--- src/rtl/ram_dump_pkg.sv ---
// Shared definitions for the RAM readback (dump) path.
// Holds the FSM state encoding and the byte-lane constants that the
// download packer also uses, so packing and unpacking stay exact inverses.
package ram_dump_pkg;

  // FSM states; ST_SUM is only reachable when RAM_DUMP_CHECKSUM_EN is defined.
  typedef enum logic [2:0] {
    ST_IDLE,
    ST_FETCH,
    ST_SEND,
    ST_SUM,
    ST_DONE
  } state_t;

  localparam int BYTES_PER_WORD = 4;
  localparam int BYTE_W         = 8;
  localparam int LANE_W         = $clog2(BYTES_PER_WORD);

  // Byte lane of the last byte in a word (little-endian: lane 0 = bits 7:0).
  localparam logic [LANE_W-1:0] LAST_LANE = LANE_W'(BYTES_PER_WORD - 1);

  // Select one little-endian byte lane out of a 32-bit word.
  function automatic logic [BYTE_W-1:0] byte_lane(input logic [31:0]       word,
                                                   input logic [LANE_W-1:0] lane);
    return word[BYTE_W*lane +: BYTE_W];
  endfunction

endpackage : ram_dump_pkg

--- src/rtl/ram_dump_if.sv ---
// Bus bundle between the dump engine, the RAM read port and the UART TX.
// master = dump engine side, slave = RAM/UART side.
interface ram_dump_if;

  logic [31:0] rd_addr;     // word index to RAM read port
  logic [31:0] rd_data;     // RAM read data, combinational from rd_addr
  logic        o_tx_valid;  // byte available for UART TX
  logic [7:0]  o_tx_data;   // byte to transmit
  logic        i_tx_ready;  // UART TX accepts byte this cycle

  modport master (
    output rd_addr,
    output o_tx_valid,
    output o_tx_data,
    input  rd_data,
    input  i_tx_ready
  );

  modport slave (
    input  rd_addr,
    input  o_tx_valid,
    input  o_tx_data,
    output rd_data,
    output i_tx_ready
  );

endinterface : ram_dump_if

--- src/rtl/ram_dump.sv ---
// RAM readback engine: on i_start it reads i_count words starting at word
// index i_base and streams them to the UART TX as little-endian bytes.
// Optional trailing checksum byte: define RAM_DUMP_CHECKSUM_EN.
module ram_dump
  import ram_dump_pkg::*;
#(
  parameter int LOGD = 10
) (
  input  logic            clk,
  input  logic            i_reset,
  input  logic            i_start,
  input  logic [31:0]     i_base,
  input  logic [LOGD:0]   i_count,
  ram_dump_if.master      bus,
  output logic            o_busy,
  output logic            o_done
);

  state_t              r_state;
  logic [31:0]         r_addr;
  logic [LOGD:0]       r_remaining;
  logic [31:0]         r_word;
  logic [LANE_W-1:0]   r_idx;
  logic                r_tx_valid;
  logic [7:0]          r_tx_data;
  logic                r_busy;
  logic                r_done;
`ifdef RAM_DUMP_CHECKSUM_EN
  logic [7:0]          r_sum;
  logic [7:0]          w_sum_next;
`endif

  logic [LANE_W-1:0]   w_next_idx;
  logic [7:0]          w_next_byte;
  logic                w_last_word;

  // Byte mux: next lane of the held word, and last-word detection.
  assign w_next_idx  = r_idx + LANE_W'(1);
  assign w_next_byte = byte_lane(r_word, w_next_idx);
  assign w_last_word = (r_remaining == (LOGD+1)'(1));
`ifdef RAM_DUMP_CHECKSUM_EN
  assign w_sum_next  = r_sum + r_tx_data;
`endif

  assign bus.rd_addr    = r_addr;
  assign bus.o_tx_valid = r_tx_valid;
  assign bus.o_tx_data  = r_tx_data;
  assign o_busy         = r_busy;
  assign o_done         = r_done;

  // Dump FSM with registered outputs; synchronous reset aborts any dump.
  always_ff @(posedge clk) begin
    // NOTE: state is updated with <= so every branch sees the pre-edge values.
    if (i_reset) begin
      r_state     <= ST_IDLE;
      r_addr      <= '0;
      r_remaining <= '0;
      r_word      <= '0;
      r_idx       <= '0;
      r_tx_valid  <= 1'b0;
      r_tx_data   <= '0;
      r_busy      <= 1'b0;
      r_done      <= 1'b0;
`ifdef RAM_DUMP_CHECKSUM_EN
      r_sum       <= '0;
`endif
    end else begin
      // NOTE: o_done defaults low here so it can only be a one-cycle pulse.
      r_done <= 1'b0;
      case (r_state)
        ST_IDLE: begin
          if (i_start) begin
            r_addr      <= i_base;
            r_remaining <= i_count;
            r_busy      <= 1'b1;
`ifdef RAM_DUMP_CHECKSUM_EN
            r_sum       <= '0;
`endif
            if (i_count == '0) begin
`ifdef RAM_DUMP_CHECKSUM_EN
              // Empty dump still sends its (zero) checksum byte.
              r_state    <= ST_SUM;
              r_tx_valid <= 1'b1;
              r_tx_data  <= 8'h00;
`else
              r_state    <= ST_DONE;
              r_done     <= 1'b1;
`endif
            end else begin
              r_state <= ST_FETCH;
            end
          end
        end

        ST_FETCH: begin
          // RAM data is combinational from rd_addr (= r_addr); capture it whole.
          r_word     <= bus.rd_data;
          r_idx      <= '0;
          r_tx_valid <= 1'b1;
          r_tx_data  <= byte_lane(bus.rd_data, '0);
          r_state    <= ST_SEND;
        end

        ST_SEND: begin
          if (bus.i_tx_ready) begin
`ifdef RAM_DUMP_CHECKSUM_EN
            r_sum <= w_sum_next;
`endif
            if (r_idx != LAST_LANE) begin
              r_idx     <= w_next_idx;
              r_tx_data <= w_next_byte;
            end else begin
              r_addr      <= r_addr + 32'd1;
              r_remaining <= r_remaining - (LOGD+1)'(1);
              if (w_last_word) begin
`ifdef RAM_DUMP_CHECKSUM_EN
                // Valid stays high; the checksum byte replaces the data byte.
                r_state   <= ST_SUM;
                r_tx_data <= w_sum_next;
`else
                r_tx_valid <= 1'b0;
                r_state    <= ST_DONE;
                r_done     <= 1'b1;
`endif
              end else begin
                r_tx_valid <= 1'b0;
                r_state    <= ST_FETCH;
              end
            end
          end
        end

`ifdef RAM_DUMP_CHECKSUM_EN
        ST_SUM: begin
          if (bus.i_tx_ready) begin
            r_tx_valid <= 1'b0;
            r_state    <= ST_DONE;
            r_done     <= 1'b1;
          end
        end
`endif

        ST_DONE: begin
          r_busy  <= 1'b0;
          r_state <= ST_IDLE;
        end

        default: begin
          r_tx_valid <= 1'b0;
          r_busy     <= 1'b0;
          r_state    <= ST_IDLE;
        end
      endcase
    end
  end

endmodule : ram_dump

--- src/flat_wrapper.sv ---
// flat-port wrapper written by rule: the top's interface ports become plain ports
module ram_dump_flat import ram_dump_pkg::*;
#(
  parameter int LOGD = 10
)
  (clk, i_reset, i_start, i_base, i_count, o_busy, o_done, bus_rd_addr, bus_o_tx_valid, bus_o_tx_data, bus_rd_data, bus_i_tx_ready);
  ram_dump_if bus_i ();
  input  logic clk;
  input  logic i_reset;
  input  logic i_start;
  input  logic [31:0] i_base;
  input  logic [LOGD:0] i_count;
  output logic o_busy;
  output logic o_done;
  output wire logic [$bits(bus_i.rd_addr)-1:0] bus_rd_addr;
  output wire logic [$bits(bus_i.o_tx_valid)-1:0] bus_o_tx_valid;
  output wire logic [$bits(bus_i.o_tx_data)-1:0] bus_o_tx_data;
  input wire logic [$bits(bus_i.rd_data)-1:0] bus_rd_data;
  input wire logic [$bits(bus_i.i_tx_ready)-1:0] bus_i_tx_ready;
  assign bus_rd_addr = bus_i.rd_addr;
  assign bus_o_tx_valid = bus_i.o_tx_valid;
  assign bus_o_tx_data = bus_i.o_tx_data;
  assign bus_i.rd_data = bus_rd_data;
  assign bus_i.i_tx_ready = bus_i_tx_ready;
  ram_dump #(.LOGD(LOGD)) u_core (.clk(clk), .i_reset(i_reset), .i_start(i_start), .i_base(i_base), .i_count(i_count), .bus(bus_i), .o_busy(o_busy), .o_done(o_done));
endmodule
--- config.mk ---
export PLATFORM = sky130hd
export DESIGN_NAME = ram_dump_flat
export DESIGN_NICKNAME = d
export VERILOG_FILES = /design/src/rtl/ram_dump_pkg.sv /design/src/rtl/ram_dump_if.sv /design/src/rtl/ram_dump.sv /design/src/flat_wrapper.sv
export SDC_FILE = /design/constraint.sdc
export NUM_CORES = 1
export LEC_CHECK = 0
export BUFFER_PORTS_ARGS = -buffer_cell sky130_fd_sc_hd__buf_2
export CORE_MARGIN = 2
export CORE_UTILIZATION = 48
export CTS_BUF_LIST = sky130_fd_sc_hd__clkbuf_16
export DETAILED_ROUTE_END_ITERATION = 8
export PLACE_DENSITY = 0.81
export SLEW_MARGIN = 40
export SYNTH_ARGS = -nofsm -noshare
export SYNTH_HDL_FRONTEND = slang
export SYNTH_SLANG_ARGS = --single-unit
--- constraint.sdc ---
create_clock -name clk -period 1.93 [get_ports clk]
set_input_delay 0.4825 -clock clk [delete_from_list [all_inputs] [get_ports clk]]
set_output_delay 0.4825 -clock clk [all_outputs]
set_load 0.02 [all_outputs]
==> impl_metrics.ini, run 1 <==
[floorplan]
die_x_um = 103.5
core_area_sq_mm = 0.009684
rows = 36
die_h_um = 103.5
initial_core_util_pct = 49.04
dieArea_sq_mm = 0.01071
pin_count = 122

[setup_path]
path_max_fanout = 7
r2r_setup_slack_ps = 30
path_cells = or4_1, nor4_2, and3_1, a21oi_1, a211oi_1
r2r_start = u_core.r_remaining[4]
arrival_ps = 2140
r2r-end = u_core.r_state[2]
path_delay_family = simple AND/OR/NAND/NOR gates
slowest_delay_ps = 620
reg2reg_depth = 5
cpMaxStageDelayCell = or4_1
critPathLaunchType = register
crit_buf_inv = 0
critPathCaptureType = register
worst-setup-path-type = register to register
crit_required_ps = 2170

[placement]
pre_cts_ws_ps = -5.684
dp_hpwl_um = 10340
dpl.cell_count = 863
place_congestion = 0.9188
io_buffers = 121

[logic_synthesis]
synth_area_sq_mm = 0.004750
synth_commonest_cells = nand2_1 (110), dfxtp_1 (91), a21oi_1 (64), nor2_1 (63), a211oi_1 (29)
postSynthRegisterBits = 91
async_flop_share_pct = 0
seq_area_frac_synth_pct = 38.36
synth.distinct_cells = 63
synth_top_cell_area_share_pct = 38.36
synth-edff-count = 0
ys_warn_count = 0
syn-num-nets = 681
synth_top_area_cell = dfxtp_1
syn_inst = 598
syn_avg_cell_area_sq_um = 7.942
yosysMostFrequentCell = nand2_1
ys_top_cells_by_area = dfxtp_1 (38%), nand2_1 (8.7%), a21oi_1 (6.7%), nor2_1 (5.0%), a211oi_1 (4.6%)
synth_ff_type = dfxtp_1

[power]
power_density_mw_per_mm2 = 809.6
power.leakage_nw = 2.487
ir_drop_mv = 0.4862
finalPower_w = 0.004950

[drt]
via_per_inst = 5.870
wl_per_cell_um = 16.44
drtIter0Drc = 362
ant_nets = 0
dr_total_vias = 5160
dr.pass1.iters = 5
drt_wl_total_um = 14450
drc = 0

[cts]
insertion_delay_ps = 340
cts.sinks = 91
clk_pin_slew_ps = 70
clock-root-buffer = clkbuf_16
cts_tree = built
clk_path_buf_depth = 2
htreeDepth = 3
cts_buffers = 9

[grt]
antenna_found_initial = 0
track_usage_pct = 26.93
gr-total-overflow = 0
grt_max_degree = 42
grt_pass1_wl_um = 22800
grt_pass1_vias = 4799

[hold_path]
min_delay_path_depth = 3
hold_path.startpoint = bus_rd_data[17]
whs_endpoint = u_core.r_word[17]
hold_path_class = primary input to register

[timing]
post-route-period-util_pct = 98.32
max_freq_ghz = 0.5270
fin_hold_ws_ps = 370.9
rsz0062_at_grt = true
finalSetupViolCount = 0
hold_viol_final = 0
relSlewSlack_pct = 65.20
drv_slew = 0
fin_ws_ps = 32.50
finClkSkew_ps = 7.823
finalCriticalPeriod_ps = 1898
worst_pin_slew_ps = 522.0

[final_layout]
areaGrowthSynthToFinish_pct = 28.74
num-nets-final = 824
final_cell_count_no_fill = 879
utilization_pct = 63.14
antenna_cells = 0
drive_gt1_share_pct = 30.16

[status]
outcome = complete, no violations

[run]
max_cap_violations = 0
==> report_power, final <==
group	internal, W	total, W	switching [W]
clock network	0.000882	0.00166	0.000780
registers	0.00203	0.00218	0.000148
logic	0.000458	0.00111	0.000650
total	0.00337	0.00495	0.00158
==> what timing repair did <==
item	4_1_cts	5_1_grt
endpoints found under the hold margin	0	0
setup buffers	0	0
setup endpoints to repair	0	16
hold buffers	0	0
resized for setup	0	10
==> cell usage in the layout, fill, tap and decap left out, types with 8 or more instances in the layout <==
| cell | instances |
|---|---|
| dfxtp_1 | 87 |
| nor4_1 | 8 |
| nand2_1 | 109 |
| nand3_1 | 24 |
| clkbuf_16 | 9 |
| nor3_1 | 10 |
| a211oi_1 | 29 |
| buf_4 | 49 |
| a21oi_1 | 64 |
| buf_2 | 121 |
| o21ai_0 | 24 |
| nor2_1 | 63 |
| mux4_2 | 8 |
==> worst min-delay path, cell delays in order <==
cell	delay [ps]
buf_2	90
nand2_1	40
a21oi_1	50
==> state kept, by name, indices dropped and copies added, names as in the netlist <==
signal / count
u_core.bus.o_tx_data: 8
u_core.bus.o_tx_valid: 1
u_core.bus.rd_addr: 32
u_core.o_busy: 1
u_core.o_done: 1
u_core.r_idx: 2
u_core.r_remaining: 11
u_core.r_state: 3
u_core.r_word: 32
==> logic make-up after synthesis <==
logic type	count (synthesis)	share of synthesized area [%]
adder cells (fa/ha/maj)	4	1.054
multiplexers	11	4.426
AO/OA/AOI/OAI	170	23.29
XOR/XNOR	1	0.1844
flip-flops	91	38.36
AND/OR/NAND/NOR	271	28.35
buffers and inverters	50	4.347
==> worst max path at each step <==
| stage | from | end | slack [ps] | cells after the start |
|---|---|---|---|---|
| global route | u_core.r_idx[0] | u_core.bus.rd_addr[27] | -6 | 7 |
| floorplan | u_core.bus.rd_addr[0] | u_core.bus.rd_addr[26] | 10 | 6 |
| CTS | u_core.bus.rd_addr[0] | u_core.bus.rd_addr[26] | 10 | 6 |
| global placement | i_start | u_core.bus.rd_addr[21] | 70 | 6 |
| finish | u_core.r_remaining[4] | u_core.r_state[2] | 30 | 5 |
| detailed placement | i_start | u_core.bus.rd_addr[21] | -6 | 6 |
==> per-stage QoR <==
step | instance area, sq um | TNS [ps]
global placement | 5806 | 0
finish | 6115 | 0
CTS | 6080 | 0
floorplan | 4763 | 0
global route | 6115 | -10.48
detailed placement | 5806 | -5.684
==> routing by layer <==
metal  GRT usage [%]  part of all wire, %  wire length, um
met5               0                    0                0
met4           12.96                  2.4              348
met3           5.242                  9.3             1346
met2           43.87                   48             6932
met1           34.28                   40             5822
==> final cells by class <==
class	count	area, sq um
Tap cell	133	166.4
Timing Repair Buffer	174	1045
Clock inverter	7	48.80
Inverter	8	30.03
Clock buffer	9	225.2
Fill cell	811	3570
Multi-Input combinational cell	457	2768
Sequential cell	91	1832
Note: power is estimated with default switching activity, not from simulation.
==> run 2, diff against run 1 <==
Settings changed: BUFFER_PORTS_ARGS -buffer_cell sky130_fd_sc_hd__buf_2 to default, CORE_UTILIZATION 48 to 55, DONT_BUFFER_PORTS from default to 1, PLACE_DENSITY 0.81 to 0.78.
==> run 2 against run 1 <==
  * Maximum frequency grew 0.11%
  * Clock-buffer cell count is the same
  * Largest power group unchanged
  * Final cell count shrank 16%
  * Critical endpoint is now u_core.r_remaining[7]
  * Highest routed layer unchanged
  * Clock skew grew 3.5 ps
  * Via count shrank 6.9%
  * Global-route usage grew 1.3 points
  * Non-clock buffer count shrank 113
  * Worst setup slack gained 2.1 ps
  * Combinational power shrank 16%
  * Critical path type unchanged
==> impl_metrics.ini, run 2 (same netlist as run 1, synthesis figures left out) <==
[power]
power_density_mw_per_mm2 = 886.6
ir_drop_mv = 0.5905
power.leakage_nw = 2.013
finalPower_w = 0.004896

[timing]
drv_slew = 0
finalSetupTns_ps = 0
finalCriticalPeriod_ps = 1895
worst_pin_slew_ps = 561.0
rsz0062_at_grt = false
relSlewSlack_pct = 62.26
finalSetupViolCount = 0
post-route-period-util_pct = 98.21
hold_viol_final = 0
max_freq_ghz = 0.5276
finClkSkew_ps = 11.37
fin_hold_ws_ps = 205.3
fin_ws_ps = 34.57

[cts]
clk_pin_slew_ps = 70
cts.sinks = 91
cts_hold_buffers = 0
insertion_delay_ps = 350
cts_buffers = 9
htreeDepth = 3
clk_path_buf_depth = 2
cts_tree = built
clock-root-buffer = clkbuf_16

[drt]
drtIter0Drc = 442
dr_total_vias = 4804
drc = 0
via_per_inst = 6.509
dr.max_layer_used = met4
wl_met3_um = 1566
drt_wl_total_um = 13630
wl_per_cell_um = 18.46
ant_nets = 0
wl_met2_um = 6384
dr.pass1.iters = 5
wl_met1_um = 5379

[placement]
place_congestion = 0.9134
dp_hpwl_um = 9741
io_buffers = 0
pre_cts_ws_ps = 10.89

[floorplan]
die_h_um = 96.93
die_x_um = 96.93
core_area_sq_mm = 0.008299
initial_core_util_pct = 57.23
pin_count = 122
dieArea_sq_mm = 0.009394
rows = 33

[final_layout]
layout_common_cells = nand2_1 (109), dfxtp_1 (87), a21oi_1 (64)
areaGrowthSynthToFinish_pct = 16.28
antenna_cells = 0
regArea_sq_mm = 0.001832
num-nets-final = 711
utilization_pct = 66.55
multi_input_area_sq_mm = 0.002754
fillCellCount = 684
drive_gt1_share_pct = 17.38
layout_commonest_cell = nand2_1

[setup_path]
worst-setup-path-type = register to register
slowest_delay_ps = 660
r2r-end = u_core.r_remaining[7]
crit_buf_inv = 0
path_cells = or4_1, o41a_1, o32ai_1, o21ai_0, nor2b_1
path_delay_family = simple AND/OR/NAND/NOR gates
r2r_start = u_core.r_remaining[0]
cpMaxStageDelayCell = or4_1
critPathCaptureType = register
critPathLaunchType = register
path_max_fanout = 5
r2r_setup_slack_ps = 30
worst-path-stages = 5
crit_required_ps = 2170
arrival_ps = 2140
cp-endpoint = u_core.r_remaining[7]
reg2reg_depth = 5
critPathLaunch = u_core.r_remaining[0]

[status]
outcome = complete, no violations

[grt]
grt_pass1_wl_um = 22030
track_usage_pct = 28.23
grt_pass1_vias = 4450
grt_max_degree = 93
antenna_found_initial = 0
gr-total-overflow = 0

[hold_path]
hold_path_class = primary input to register

[run]
max_cap_violations = 0
## run 2: changes by cell type in the layout (fill, tap and decap cells not counted), sizes merged
cell	previous run	this run
buf	174	61
clkinv	3	4
clkinvlp	1	0
## run 2: worst reg2reg max path: stages, from the launching register on
cell and delay (ps):
dfxtp_1 350, or4_1 660, o41a_1 350, o32ai_1 210, o21ai_0 100, nor2b_1 130
## run 2: routing by layer
metal | vias to the layer above | GRT usage, %
met2 | 288 | 45.19
met4 | 0 | 10.40
met5 | - | 0
li1 | 2246 | -
met3 | 35 | 8.382
met1 | 2235 | 36.13
## run 2: timing repair
action,in CTS,in global routing
resized for setup,1,6
hold endpoints to repair,0,0
setup endpoints to repair,1,7
setup buffers,0,1
pin swaps,0,3
## run 2: final cells by class
| cell class | count | area share, % |
|---|---|---|
| timing repair buffer | 61 | 8.586 |
| sequential | 91 | 33.17 |
| tap | 105 | 2.379 |
| clock inverter | 7 | 1.382 |
| inverter | 8 | 0.5437 |
| clock buffer | 9 | 4.078 |
| multi-input combinational | 457 | 49.86 |
## run 2: through the flow
step | std cells | area [sq um]
after global placement | 721 | 5192
final | 738 | 5523
after global routing | 738 | 5523
after detailed placement | 721 | 5192
after CTS | 737 | 5497
after floorplan | 598 | 4763
## run 2: power by group
part	switching (W)	internal, W	total, W
sequential	0.000159	0.00203	0.00219
clock	0.000853	0.000922	0.00177
combinational	0.000560	0.000372	0.000932
total	0.00157	0.00332	0.00490
## run 2: how the worst min path moves through the flow
stage                            from                     end  slack [ps]  cells past startpoint
floorplan            u_core.r_word[0]        u_core.r_word[0]         430                      2
global placement     u_core.r_word[6]        u_core.r_word[6]         430                      2
detailed placement  u_core.r_word[29]       u_core.r_word[29]         440                      2
CTS                           i_reset   u_core.bus.rd_addr[0]         200                      1
global route                  i_reset  u_core.bus.rd_addr[20]         200                      1
finish                        i_reset  u_core.bus.rd_addr[20]         210                      1
